$ cat src/rtl/mac_sched.sv
// ---------------------------------------------------------------------------
// mac_sched
// Round-robin scheduler that shares one multiply-accumulate datapath between
// NREQ requesters. A granted requester gets a burst of len[i] MAC strobes.
// Each requester is served at most once per 32 kHz frame. Frame-budget
// violations are recorded in a sticky overrun flag.
//
// Ports
//   clk240m   : system clock, rising edge
//   reset     : asynchronous active-high reset
//   en32k     : one-cycle frame-start strobe; clears the per-frame served set
//   req       : per-requester level request, held until its done pulse
//   len       : per-requester burst length, requester i at [i*LENW +: LENW]
//   ovr_clr   : clears overrun (a simultaneous set wins)
//   gnt       : one-hot grant, held from grant through the done cycle
//   mac_en    : MAC operand-valid strobe, one per tap
//   mac_first : first tap of a burst (the accumulator clears)
//   mac_last  : final tap of a burst
//   done      : one-hot, one-cycle burst-complete pulse
//   overrun   : sticky frame-budget violation flag
// ---------------------------------------------------------------------------
module mac_sched #(
    parameter int NREQ = 4,
    parameter int LENW = 7
) (
    input  logic                   clk240m,
    input  logic                   reset,
    input  logic                   en32k,
    input  logic [NREQ-1:0]        req,
    input  logic [NREQ*LENW-1:0]   len,
    input  logic                   ovr_clr,
    output logic [NREQ-1:0]        gnt,
    output logic                   mac_en,
    output logic                   mac_first,
    output logic                   mac_last,
    output logic [NREQ-1:0]        done,
    output logic                   overrun
);

    localparam int PW = (NREQ > 1) ? $clog2(NREQ) : 1;

    typedef enum logic [1:0] {S_IDLE, S_RUN, S_DONE} state_t;

    state_t            state_q, state_d;
    logic [NREQ-1:0]   gnt_q, gnt_d;
    logic [NREQ-1:0]   done_q, done_d;
    logic [NREQ-1:0]   served_q, served_d;
    logic              mac_en_q, mac_en_d;
    logic              mac_first_q, mac_first_d;
    logic              mac_last_q, mac_last_d;
    logic              overrun_q, overrun_d;
    logic [PW-1:0]     ptr_q, ptr_d;
    logic [PW-1:0]     win_q, win_d;
    logic [LENW-1:0]   cnt_q, cnt_d;

    // Round-robin search: first eligible requester at or above ptr, wrapping.
    logic [NREQ-1:0]   elig;
    logic              found;
    logic [PW-1:0]     pick;
    logic [PW-1:0]     idx_w;
    logic [LENW-1:0]   pick_len;
    int                idx;

    always_comb begin
        elig     = req & ~served_q;
        found    = 1'b0;
        pick     = '0;
        idx      = 0;
        idx_w    = '0;
        pick_len = '0;
        for (int k = 0; k < NREQ; k++) begin
            idx = int'(ptr_q) + k;
            if (idx >= NREQ) begin
                idx = idx - NREQ;
            end
            idx_w = PW'(idx);
            if (!found && elig[idx_w]) begin
                found = 1'b1;
                pick  = idx_w;
            end
        end
        for (int k = 0; k < NREQ; k++) begin
            if (pick == PW'(k)) begin
                pick_len = len[k*LENW +: LENW];
            end
        end
    end

    always_comb begin
        state_d     = state_q;
        gnt_d       = gnt_q;
        done_d      = '0;
        served_d    = served_q;
        mac_en_d    = 1'b0;
        mac_first_d = 1'b0;
        mac_last_d  = 1'b0;
        overrun_d   = overrun_q;
        ptr_d       = ptr_q;
        win_d       = win_q;
        cnt_d       = cnt_q;

        case (state_q)
            S_IDLE: begin
                gnt_d = '0;
                if (found) begin
                    gnt_d = NREQ'(1) << pick;
                    win_d = pick;
                    // Length is latched here; later len changes are ignored.
                    cnt_d = pick_len;
                    if (pick_len != '0) begin
                        state_d     = S_RUN;
                        mac_en_d    = 1'b1;
                        mac_first_d = 1'b1;
                        mac_last_d  = (pick_len == LENW'(1));
                    end else begin
                        // Zero-length burst: done is raised alongside gnt.
                        state_d = S_DONE;
                        done_d  = NREQ'(1) << pick;
                    end
                end
            end
            S_RUN: begin
                cnt_d = cnt_q - 1'b1;
                if (cnt_q == LENW'(1)) begin
                    state_d = S_DONE;
                    done_d  = gnt_q;
                end else begin
                    mac_en_d   = 1'b1;
                    mac_last_d = (cnt_q == LENW'(2));
                end
            end
            S_DONE: begin
                state_d  = S_IDLE;
                gnt_d    = '0;
                served_d = served_q | gnt_q;
                ptr_d    = (win_q == PW'(NREQ-1)) ? '0 : win_q + 1'b1;
            end
            default: begin
                state_d = S_IDLE;
                gnt_d   = '0;
            end
        endcase

        // Frame start wins over a served bit being set in the same cycle.
        if (en32k) begin
            served_d = '0;
        end

        if (en32k && ((state_q != S_IDLE) || (elig != '0))) begin
            overrun_d = 1'b1;
        end else if (ovr_clr) begin
            overrun_d = 1'b0;
        end
    end

    always_ff @(posedge clk240m or posedge reset) begin
        if (reset) begin
            state_q     <= S_IDLE;
            gnt_q       <= '0;
            done_q      <= '0;
            served_q    <= '0;
            mac_en_q    <= 1'b0;
            mac_first_q <= 1'b0;
            mac_last_q  <= 1'b0;
            overrun_q   <= 1'b0;
            ptr_q       <= '0;
            win_q       <= '0;
            cnt_q       <= '0;
        end else begin
            state_q     <= state_d;
            gnt_q       <= gnt_d;
            done_q      <= done_d;
            served_q    <= served_d;
            mac_en_q    <= mac_en_d;
            mac_first_q <= mac_first_d;
            mac_last_q  <= mac_last_d;
            overrun_q   <= overrun_d;
            ptr_q       <= ptr_d;
            win_q       <= win_d;
            cnt_q       <= cnt_d;
        end
    end

    assign gnt       = gnt_q;
    assign done      = done_q;
    assign mac_en    = mac_en_q;
    assign mac_first = mac_first_q;
    assign mac_last  = mac_last_q;
    assign overrun   = overrun_q;

endmodule

$ cat config.mk
export PLATFORM = sky130hd
export DESIGN_NAME = mac_sched
export DESIGN_NICKNAME = d
export VERILOG_FILES = /design/src/rtl/mac_sched.sv
export SDC_FILE = /design/constraint.sdc
export NUM_CORES = 1
export LEC_CHECK = 0
export CORE_MARGIN = 2
export CORE_UTILIZATION = 54
export CTS_BUF_LIST = sky130_fd_sc_hd__clkbuf_4
export DETAILED_ROUTE_END_ITERATION = 10
export GPL_ROUTABILITY_DRIVEN = 0
export GPL_TIMING_DRIVEN = 0
export PLACE_DENSITY = 0.88
export SYNTH_ARGS = -nofsm -noshare
export SYNTH_HDL_FRONTEND = slang
export SYNTH_SLANG_ARGS = --single-unit
$ cat constraint.sdc
create_clock -name clk240m -period 2.87 [get_ports clk240m]
set_input_delay 0.4305 -clock clk240m [delete_from_list [all_inputs] [get_ports clk240m]]
set_output_delay 0.4305 -clock clk240m [all_outputs]
set_load 0.01 [all_outputs]
=== After elaboration in Yosys (flattened, before gate mapping) ===
Index checks and enable logic that the tools add are counted.
W data, S select, Z words.

* Reduce and logical (&&, ||, !) cells: 19
* Add/subtract/negate cells: 9
* Shifts and indexed selects: 1
* Magnitude comparators: 8
* Multiplexer cells: 50
* Eq/ne operators: 11
* Bitwise operators: 3

{| class="wikitable"
|+ Operators with widths
! cell !! count
|-
| $mux W7 || 5
|-
| $mux W2 || 12
|-
| $mux W4 || 6
|-
| $mux W1 || 17
|-
| $pmux W4 S2 || 2
|-
| $eq A7 B1 Y1 const B || 2
|-
| $pmux W7 S2 || 1
|-
| $lt A2 B3 Y1 const B || 4
|-
| $ge A3 B3 Y1 const B || 3
|-
| $bmux W1 S2 || 4
|-
| $eq A2 B2 Y1 const B || 4
|-
| $reduce_bool A2 Y1 || 4
|-
| $sub A2 B1 Y2 const B || 4
|-
| $eq A7 B2 Y1 const B || 1
|-
| $reduce_bool A7 Y1 || 1
|-
| $sub A7 B1 Y7 const B || 1
|-
| $add A2 B2 Y3 const B || 2
|-
| $reduce_and A2 Y1 || 3
|-
| $and A4 B4 Y4 || 1
|-
| $eq A2 B1 Y1 const B || 2
|-
| $logic_and A1 B1 Y1 || 4
|-
| $logic_not A2 Y1 || 2
|-
| $ne A2 B2 Y1 const B || 2
|-
| $not A4 Y4 || 1
|-
| other kinds (10) || 13
|}

* Word-level logic and storage cells: 112
* Output and inout bits: 12
* Register bits after elaboration: 29

=== Depth between registers and ports, before layout ===
Gate-level depths: netlist (run 1).

* Word-level depth: 23
* Depth in mapped cells: 7
* Mapped depth without buffers: 7

=== Worst setup path before layout (run 1) ===
No wires, ideal clock.

* Path type: input port to flip-flop
* Start point: input req[3]
* End point: register mac_en_q (netlist: mac_en)
* Slack: 1.026 ns
* Arrival time: 1.726 ns
* Stages on the path: 7
* Setup time: 0.118 ns
* Path buffers: 1
* Cells stage by stage: nor2b_4 or3b_1 and3_4 buf_6 a211oi_4 o211ai_2 a21o_1

* Cells in the longest elaborated chain, start to end: 22

{| class="wikitable"
|+ Ends and longest elaborated chain
! element !! RTL line !! source
|-
| from (decl) || 29 || <nowiki>input logic [NREQ-1:0] req,</nowiki>
|-
| $and A4 B4 Y4 * || 65 || <nowiki>elig = req & ~served_q;</nowiki>
|-
| $bmux W1 S2 || 77 || <nowiki>if (!found && elig[idx_w]) begin</nowiki>
|-
| $mux W1 (not written as such) || 77 ||
|-
| $mux W1 || 77 ||
|-
| $logic_not A1 Y1 || 77 ||
|-
| $logic_and A1 B1 Y1 || 77 ||
|-
| $mux W1 || 77 ||
|-
| $logic_not A1 Y1 || 77 ||
|-
| [4 not listed] || - ||
|-
| $mux W2 || 77 ||
|-
| $logic_not A2 Y1 || 83 || <nowiki>if (pick == PW'(k)) begin</nowiki>
|-
| $mux W7 (4 in series) || 83 ||
|-
| $reduce_bool A7 Y1 || 110 || <nowiki>if (pick_len != '0) begin</nowiki>
|-
| $mux W1 || 110 ||
|-
| $mux W1 * || 105 || <nowiki>if (found) begin</nowiki>
|-
| $pmux W1 S2 * || 102 || <nowiki>case (state_q)</nowiki>
|-
| net mac_en_d || 48 || <nowiki>logic mac_en_q, mac_en_d;</nowiki>
|-
| to (signal assigned) || 174 || <nowiki>mac_en_q <= mac_en_d;</nowiki>
|-
| to (decl) || 48 ||
|}

The timed path passes the listed nets; every way through them passes the cells marked *. The select of a mux whose other input is x is not followed.
A chain may end at the register's enable or synchronous reset.

=== Worst setup path in the final report (run 1) ===
* Start point: input req[3]
* End point: register cnt_q[6]

* Cells in the longest elaborated chain, start to end: 20

{| class="wikitable"
|+ Ends and longest elaborated chain
! element !! RTL line !! source
|-
| $and A4 B4 Y4 * || 65 ||
|-
| $bmux W1 S2 || 77 ||
|-
| $mux W1 (not written as such) || 77 ||
|-
| $mux W1 || 77 ||
|-
| $logic_not A1 Y1 || 77 ||
|-
| $logic_and A1 B1 Y1 || 77 ||
|-
| $mux W1 || 77 ||
|-
| $logic_not A1 Y1 || 77 ||
|-
| $logic_and A1 B1 Y1 || 77 ||
|-
| $mux W1 || 77 ||
|-
| $logic_not A1 Y1 || 77 ||
|-
| $logic_and A1 B1 Y1 || 77 ||
|-
| $mux W2 || 77 ||
|-
| $logic_not A2 Y1 || 83 ||
|-
| $mux W7 (4 in series) || 83 ||
|-
| $mux W7 || 105 ||
|-
| $pmux W7 S2 || 102 ||
|-
| to (signal assigned) || 180 || <nowiki>cnt_q <= cnt_d;</nowiki>
|-
| to (decl) || 54 || <nowiki>logic [LENW-1:0] cnt_q, cnt_d;</nowiki>
|}

Mark *: on every way between the ends. The rest lies on a longest branch, timed or not. The select of a mux whose other input is x is not followed.

==> results.md, run 1 <==
* RSZ-0062 raised after global routing: false
* Max-Cap Viols at 0
* Die extent in x at 62 µm
* Post-synth EDFFs at 0
* Slew margin rel. at 0.280
* Crit Path Class: in2reg
* FILL cells at 262
* Worst Path Arrival at 2490 ps
* Final Routed Wirelength at 4730 µm
* Clock Latency Late Sink at between 300 and 400 ps
* Final #Nets at 294
* Drt first-iter violations at 112
* Total number of vias at between 1500 and 2000
* Mean area per synthesized cell at 9.08 µm²
* Syn Inst Count at 200
* Fin Clk Skew at 14.8 ps
* Ys Warns at 0
* Post-Syn Area at between 1500 and 2000 µm²
* Status: completed
* FFs w/ async S/R, synth at 1.00
* Cts bufs inserted at 5
* DRT met1 WL at about 2100 µm
* Peak supply drop at approximately 0.51 mV
* NetSw at 772 µW
* Crit share post-route at 0.791
* Post-DP HPWL at roughly 3600 µm
* CTS tree: yes
* Startpoint types: input pin
* Via density at approximately 6
* Grt total ovfl at 0
* Cell Pwr Density at 792 nW/µm²
* Clock net sink count at 29
* Initial Utilization at 0.553
* Min cycle time layout at 2270 ps
* First-pass GRT wire length at 7340 µm
* Layout cell share with drive strength beyond 1 at 0.0902
* CP Data Required Time at a little over 3000 ps
* Post-Syn Nets at 240
* Most used cell along the critical path: mux2i_1
* Leak at 0.00102 µW
* Metal2 WL at around 2300 µm
* Top_reg_cell synth: dfrtp_1
* Sequential power share at 0.332
* Synth-to-Final Area Change at 33.4%
* Hold Worst Slack at roughly 520 ps
* Sw Share at 0.402
* Power, Total at 1920 µW
* Diode count at 0
* Post-CTS setup buffer count at 0
* Largest cells by area after synthesis: dfrtp_1 40%, nand2_1 6.6%, a21oi_1 4.4%
* Antenna viol nets, final at 0
* Uppermost routed layer: met4
* Netlist cell types at 56
* Internal power at 1150 µW
* Setup TNS at 0 ps
* Seq/Total Area, Yosys at 0.399
* Largest net degree at the start of global routing at 30
* Hold Crit Class: reg2reg
* IO Port Bufs at 47
* Met3 wire length at 254 µm
* Cells after DPL at 293
* Critical path fanouts, max at 10
* Vias in the first global route at 1623
* Detailed Routing Iterations Pass 1 at 6
* Post-synth top area share at 0.399
* Worst-Margin Slew at 1080 ps
* Setup violations, final at 0
* Final Max Tran Viols at 0
* Clock Tree Root: clkbuf_4
* Post-CTS resize count at 0
* CTS Buffer Depth at 2
* Largest stage delay on the critical path at 490 ps
* CTS clk-pin slew, worst paths at 90 ps
* Drc violations at 0
* Total GRT Usage at 0.268
* Core Region at between 3000 and 4000 µm²
* Clock share of power at 0.173
* Hold Buf Count CTS at 0
* CP Cell Sequence: clkdlybuf4s50_1 > nor2b_4 > o21ai_1 > a21oi_4 > buf_4 > mux2i_1 > mux2i_1 > o211a_1
* Initial antenna violation count at 0
* Peak Freq at 0.441 GHz
* Post-Layout Cell Count at 301
* FF+latch count, synth at 29
* Final Hold Vio Count at 0
* Cell taking the most area after synthesis: dfrtp_1
* Worst Setup End Kind: register
* Core Rows at 21
* CTS H-tree depth at 2
* DR WL/cell at 15.7 µm
* I/O pin count at 48
* Slowest cell on the critical path: clkdlybuf4s50_1
* Chip height at about 62 µm
* Logic pwr share at 0.496
* Die area at 3840 µm²
[metal layers]
| metal | GRT usage | vias up |
|---|---|---|
| li1 | - | 836 |
| met1 | 0.344 | 843 |
| met2 | 0.426 | 64 |
| met3 | 0.0807 | 15 |
| met4 | 0.103 | 0 |
| met5 | 0 | - |
[cells in the final DEF, fill, tap and decap left out, types with 3 or more instances in the layout]
cell	instances
a21o_1	3
a21oi_1	16
a32o_1	3
clkbuf_1	3
clkbuf_4	5
clkdlybuf4s50_1	47
dfrtp_1	29
ha_1	4
inv_1	6
mux2i_1	8
nand2_1	32
nand2b_1	3
nand3_1	4
nor2_1	17
nor2b_1	3
nor4_1	4
o21ai_0	8
o21ai_1	6
o31ai_1	3
[power groups by stage]
stage	combinational (µW)	sequential, µW	clock (µW)
2_1_floorplan	665	626	0
3_3_place_gp	915	635	0
3_5_place_dp	936	637	0
4_1_cts	946	632	335
5_1_grt	1050	654	361
6_report	952	637	332
[critical path: cells and delay by family]
family,cells,cell delay [ps]
muxes,2,330
AOI/OAI and AO/OA,3,750
and+or+nand+nor,1,250
buffers and inverters,2,720
[cells by family (layout without fill, tap and decap cells)]
family / Yosys count / after routing / synth area share
adder cells (fa/ha/maj): 4 / 4 / 0.0275
buffers and inverters: 13 / 68 / 0.0344
flip-flops: 29 / 29 / 0.399
multiplexers: 11 / 11 / 0.0627
AND/OR/NAND/NOR: 81 / 81 / 0.227
AO/OA/AOI/OAI: 62 / 62 / 0.249
[layout make-up]
| cell class | count | area [µm²] | share of cell area |
|---|---|---|---|
| Buffer | 7 | 40.0 | 0.0165 |
| Sequential cell | 29 | 726 | 0.299 |
| Timing Repair Buffer | 47 | 470 | 0.194 |
| Inverter | 6 | 22.5 | 0.00929 |
| Clock buffer | 5 | 37.5 | 0.0155 |
| Clock inverter | 3 | 41.3 | 0.0170 |
| Multi-Input combinational cell | 158 | 1030 | 0.424 |
| Tap cell | 46 | 57.6 | 0.0237 |
[flip-flops by register name (all words and copies together) (netlist names)]
| name | count |
|---|---|
| mac_first | 1 |
| mac_en | 1 |
| done | 4 |
| gnt | 4 |
| mac_last | 1 |
| overrun | 1 |
| ptr_q | 2 |
| cnt_q | 7 |
| served_q | 4 |
| win_q | 2 |
| state_q | 2 |
[synth_stat cells, types with 3 or more instances]
cell type and instances:
nand2_1 32, dfrtp_1 29, nor2_1 17, a21oi_1 16, mux2i_1 8, o21ai_0 8
inv_1 6, o21ai_1 6, ha_1 4, nand3_1 4, nor4_1 4, a21o_1 3
a32o_1 3, clkbuf_1 3, nand2b_1 3, nor2b_1 3, o31ai_1 3
[worst paths after layout]
kind	start	to	slack [ps]	depth (start not counted)
max	req[3]	cnt_q[6]	600	8
min	win_q[1]	win_q[1]	520	2
max reg2reg	served_q[3]	cnt_q[6]	760	7
max in group asynchronous	reset	cnt_q[5]	1560	2
min in group asynchronous	reset	gnt[0]	650	2
min reg2reg	win_q[1]	win_q[1]	520	2
[metrics by stage]
stage	setup slack (ps)	utilization	instance area, µm²
floorplan	1030	-	1820
global placement	318	0.714	2340
detailed placement	299	0.714	2340
CTS	626	0.738	2420
global route	482	0.738	2420
finish	601	0.738	2420
Power figures use the tool's default switching activity.
==> run 2, diff against run 1 <==
- CORE_UTILIZATION: 54 -> 45
- PLACE_DENSITY: 0.88 -> 0.78
- clock period: 2.87 -> 1.8 ns (I/O delays scaled with it)
==> run 2 against run 1 <==
The run now ends with negative setup slack left. Non-clock buffer count up 18. Final area up 10%. Cell count up 7.0%. Core utilization down 5.9 points. First-iteration DRC count up 43%. Largest cell class unchanged. Highest routed layer unchanged.
==> results.md, run 2 (synthesized netlist as in run 1, its figures left out) <==
* FF-to-FF End: mac_last
* Slew margin rel. at 0.249 (-0.0311)
* Drc violations at 0 (unchanged)
* Critical path fanouts, max at 7 (-3)
* Synth-to-Final Area Change at 47.3%
* Setup WS pre-CTS at -602 ps (-901 ps)
* Clock net sink count at 29 (unchanged)
* Multi-input gate area at 1150 µm² (+12%)
* Core Rows at 23 (+9.5%)
* Max reg flops at 7 (unchanged)
* Top reg by flops: cnt_q
* Final Max Tran Viols at 0 (unchanged)
* Initial Utilization at 0.461 (-0.0923)
* Hold Crit Class: in2reg
* Worst path depth at 8 (unchanged)
* Vias in the first global route at 1662 (+2.4%)
* Crit share post-route at 1.07
* Grt total ovfl at 0 (unchanged)
* Slowest cell on the critical path: clkdlybuf4s50_1
* Reg2reg setup slack at -120 ps (-880 ps)
* Largest stage delay on the critical path at 440 ps (-50 ps)
* Logic pwr share at 0.569 (+0.073)
* Final Core Density at 0.679 (-0.0591)
* Min cycle time layout at 1930 ps
* RSZ-0062 raised after global routing: true
* CTS H-tree depth at 2 (unchanged)
* Peak supply drop at 0.637 mV (+24%)
* NetSw at 1350 µW (+75%)
* Layout cell share with drive strength beyond 1 at 0.232 (+0.141)
* Cell Pwr Density at 1230 nW/µm² (+55%)
* Reg2Reg Depth at 6 (-1)
* CP Data Required Time at 2030 ps (-1060 ps)
* Diode count at 0 (unchanged)
* Final WS setup at -129 ps (-729 ps)
* First-pass GRT wire length at 7920 µm (+7.9%)
* Die area at 4560 µm² (+19%)
* Setup violations, final at 13 (+13)
* Hold Buf Count CTS at 0 (unchanged)
* CTS Buffer Depth at 2 (unchanged)
* Final Hold Vio Count at 0 (unchanged)
* Post-DP Area at 2350 µm² (+0.21%)
* Cts bufs inserted at 5 (unchanged)
* Total GRT Usage at 0.237 (-0.0315)
* I/O pin count at 48 (unchanged)
* Top Family by Delay on Critical Path: simple AND/OR/NAND/NOR gates
* Sw Share at 0.411 (+0.00853)
* Crit path to: mac_last
* Failing checks: negative setup slack
* CP Cell Sequence: clkdlybuf4s50_1 > nor2b_4 > buf_4 > a31oi_2 > and3_4 > a211oi_4 > or2_4 > o31ai_2
* Core Region at 3940 µm² (+20%)
* FILL cells at 299 (+14%)
* Status: complete, but fails checks
* Buf/Inv on CP at 2 (unchanged)
* FF/Latch Area at 728 µm² (+0.34%)
* CTS tree: yes
* Reg-to-reg critical path startpoint: served_q[3]
* Fin area at 2680 µm² (+10%)
* Max-Cap Viols at 0 (unchanged)
* Largest net degree at the start of global routing at 30 (unchanged)
* Clock share of power at 0.114 (-0.059)
* Antenna viol nets, final at 0 (unchanged)
* DR WL/cell at 16.8 µm (+7.2%)
* Drt first-iter violations at 160 (+43%)
* Sequential power share at 0.317 (-0.015)
* IO Port Bufs at 47 (unchanged)
* Final #Nets at 312 (+6.1%)
* Clock Tree Root: clkbuf_4
* Critical path origin: req[2]
* Worst-Margin Slew at 1130 ps (+46.6 ps)
* Crit Path Class: in2reg
* Worst Setup End Kind: register
* CTS clk-pin slew, worst paths at 80 ps (about the same)
* Initial antenna violation count at 0 (unchanged)
* Leak at 0.00114 µW (+12%)
* Die extent in x at 67.5 µm (+8.9%)
* Most common cell after layout, fill and taps aside: clkdlybuf4s50_1
* Most frequent cells in the layout: 47 x clkdlybuf4s50_1, 32 x nand2_1, 27 x dfrtp_1
* Total number of vias at 1827 (+3.9%)
* Clock Latency Late Sink at 330 ps (about the same)
* Peak Freq at between 0.5 and 0.6 GHz
* Worst Path Arrival at 2160 ps (-330 ps)
* Via density at 5.67 (-2.9%)
* Detailed Routing Iterations Pass 1 at 4 (-2)
* Final Routed Wirelength at 5430 µm (+15%)
* Chip height at 67.5 µm (+8.9%)
* Post-DP HPWL at 3570 µm (about the same)
* Startpoint types: input pin
* Internal power at 1940 µW (+69%)
* Fin Clk Skew at 11.5 ps (-3.35 ps)
[run 2: cell type report]
type                    instances  share of cell area
plain buffers                   5              0.0140
clock inverters                 1             0.00140
repair buffers                 67               0.234
well taps                      50              0.0234
multi-input cells             158               0.430
flip-flops and latches         29               0.272
clock buffers                   6              0.0168
inverters                       6             0.00842
[run 2: power groups by stage]
stage	Sequential (µW)	Combinational [µW]	Clock (µW)
after floorplan	998	1060	0
after global placement	1010	1470	0
after detailed placement	1020	1500	0
after CTS	1030	1640	392
after global routing	1070	2010	427
final	1040	1870	376
[run 2: metal layers]
| metal | vias up | track usage | share of wire |
|---|---|---|---|
| met2 | 74 | 0.380 | 0.49 |
| met4 | 0 | 0.0714 | 0.011 |
| li1 | 872 | - | - |
| met1 | 875 | 0.312 | 0.44 |
| met3 | 6 | 0.0617 | 0.060 |
| met5 | - | 0 | 0 |
[run 2: timing repair]
item	4_1_cts	5_1_grt
endpoints found under the hold margin	0	0
pin swaps	8	6
gates resized for setup	12	21
setup endpoints to repair	15	16
buffers inserted	12	7
cloned	0	1
[run 2: worst min path at each step]
stage | start | endpoint | slack, ps | cells past startpoint
2_1_floorplan | en32k | served_q[0] | 340 | 1
3_3_place_gp | win_q[1] | win_q[1] | 470 | 2
3_5_place_dp | win_q[1] | win_q[1] | 480 | 2
4_1_cts | ovr_clr | overrun | 480 | 2
5_1_grt | ovr_clr | overrun | 500 | 2
6_report | ovr_clr | overrun | 490 | 2
[run 2: worst register-to-register path, delay by kind of cell (launching register included)]
family	cells	cell delay (ps)
compound gates	3	570
flops	1	430
simple gates	3	820
[run 2: per-stage QoR]
stage	power [µW]	hold WS [ps]	setup TNS (ps)	instances
after floorplan	2060	336	0	200
after global placement	2480	473	-7300	297
after detailed placement	2510	480	-7840	297
final	3290	494	-815	322
after global routing	3510	505	-1440	322
after CTS	3060	484	-34.1	314
==> run 3, diff against run 2 <==
- CTS_CLUSTER_SIZE: default -> 12
==> results of run 3 <==
Final layout, timing and power as in run 2 (identical DEF).
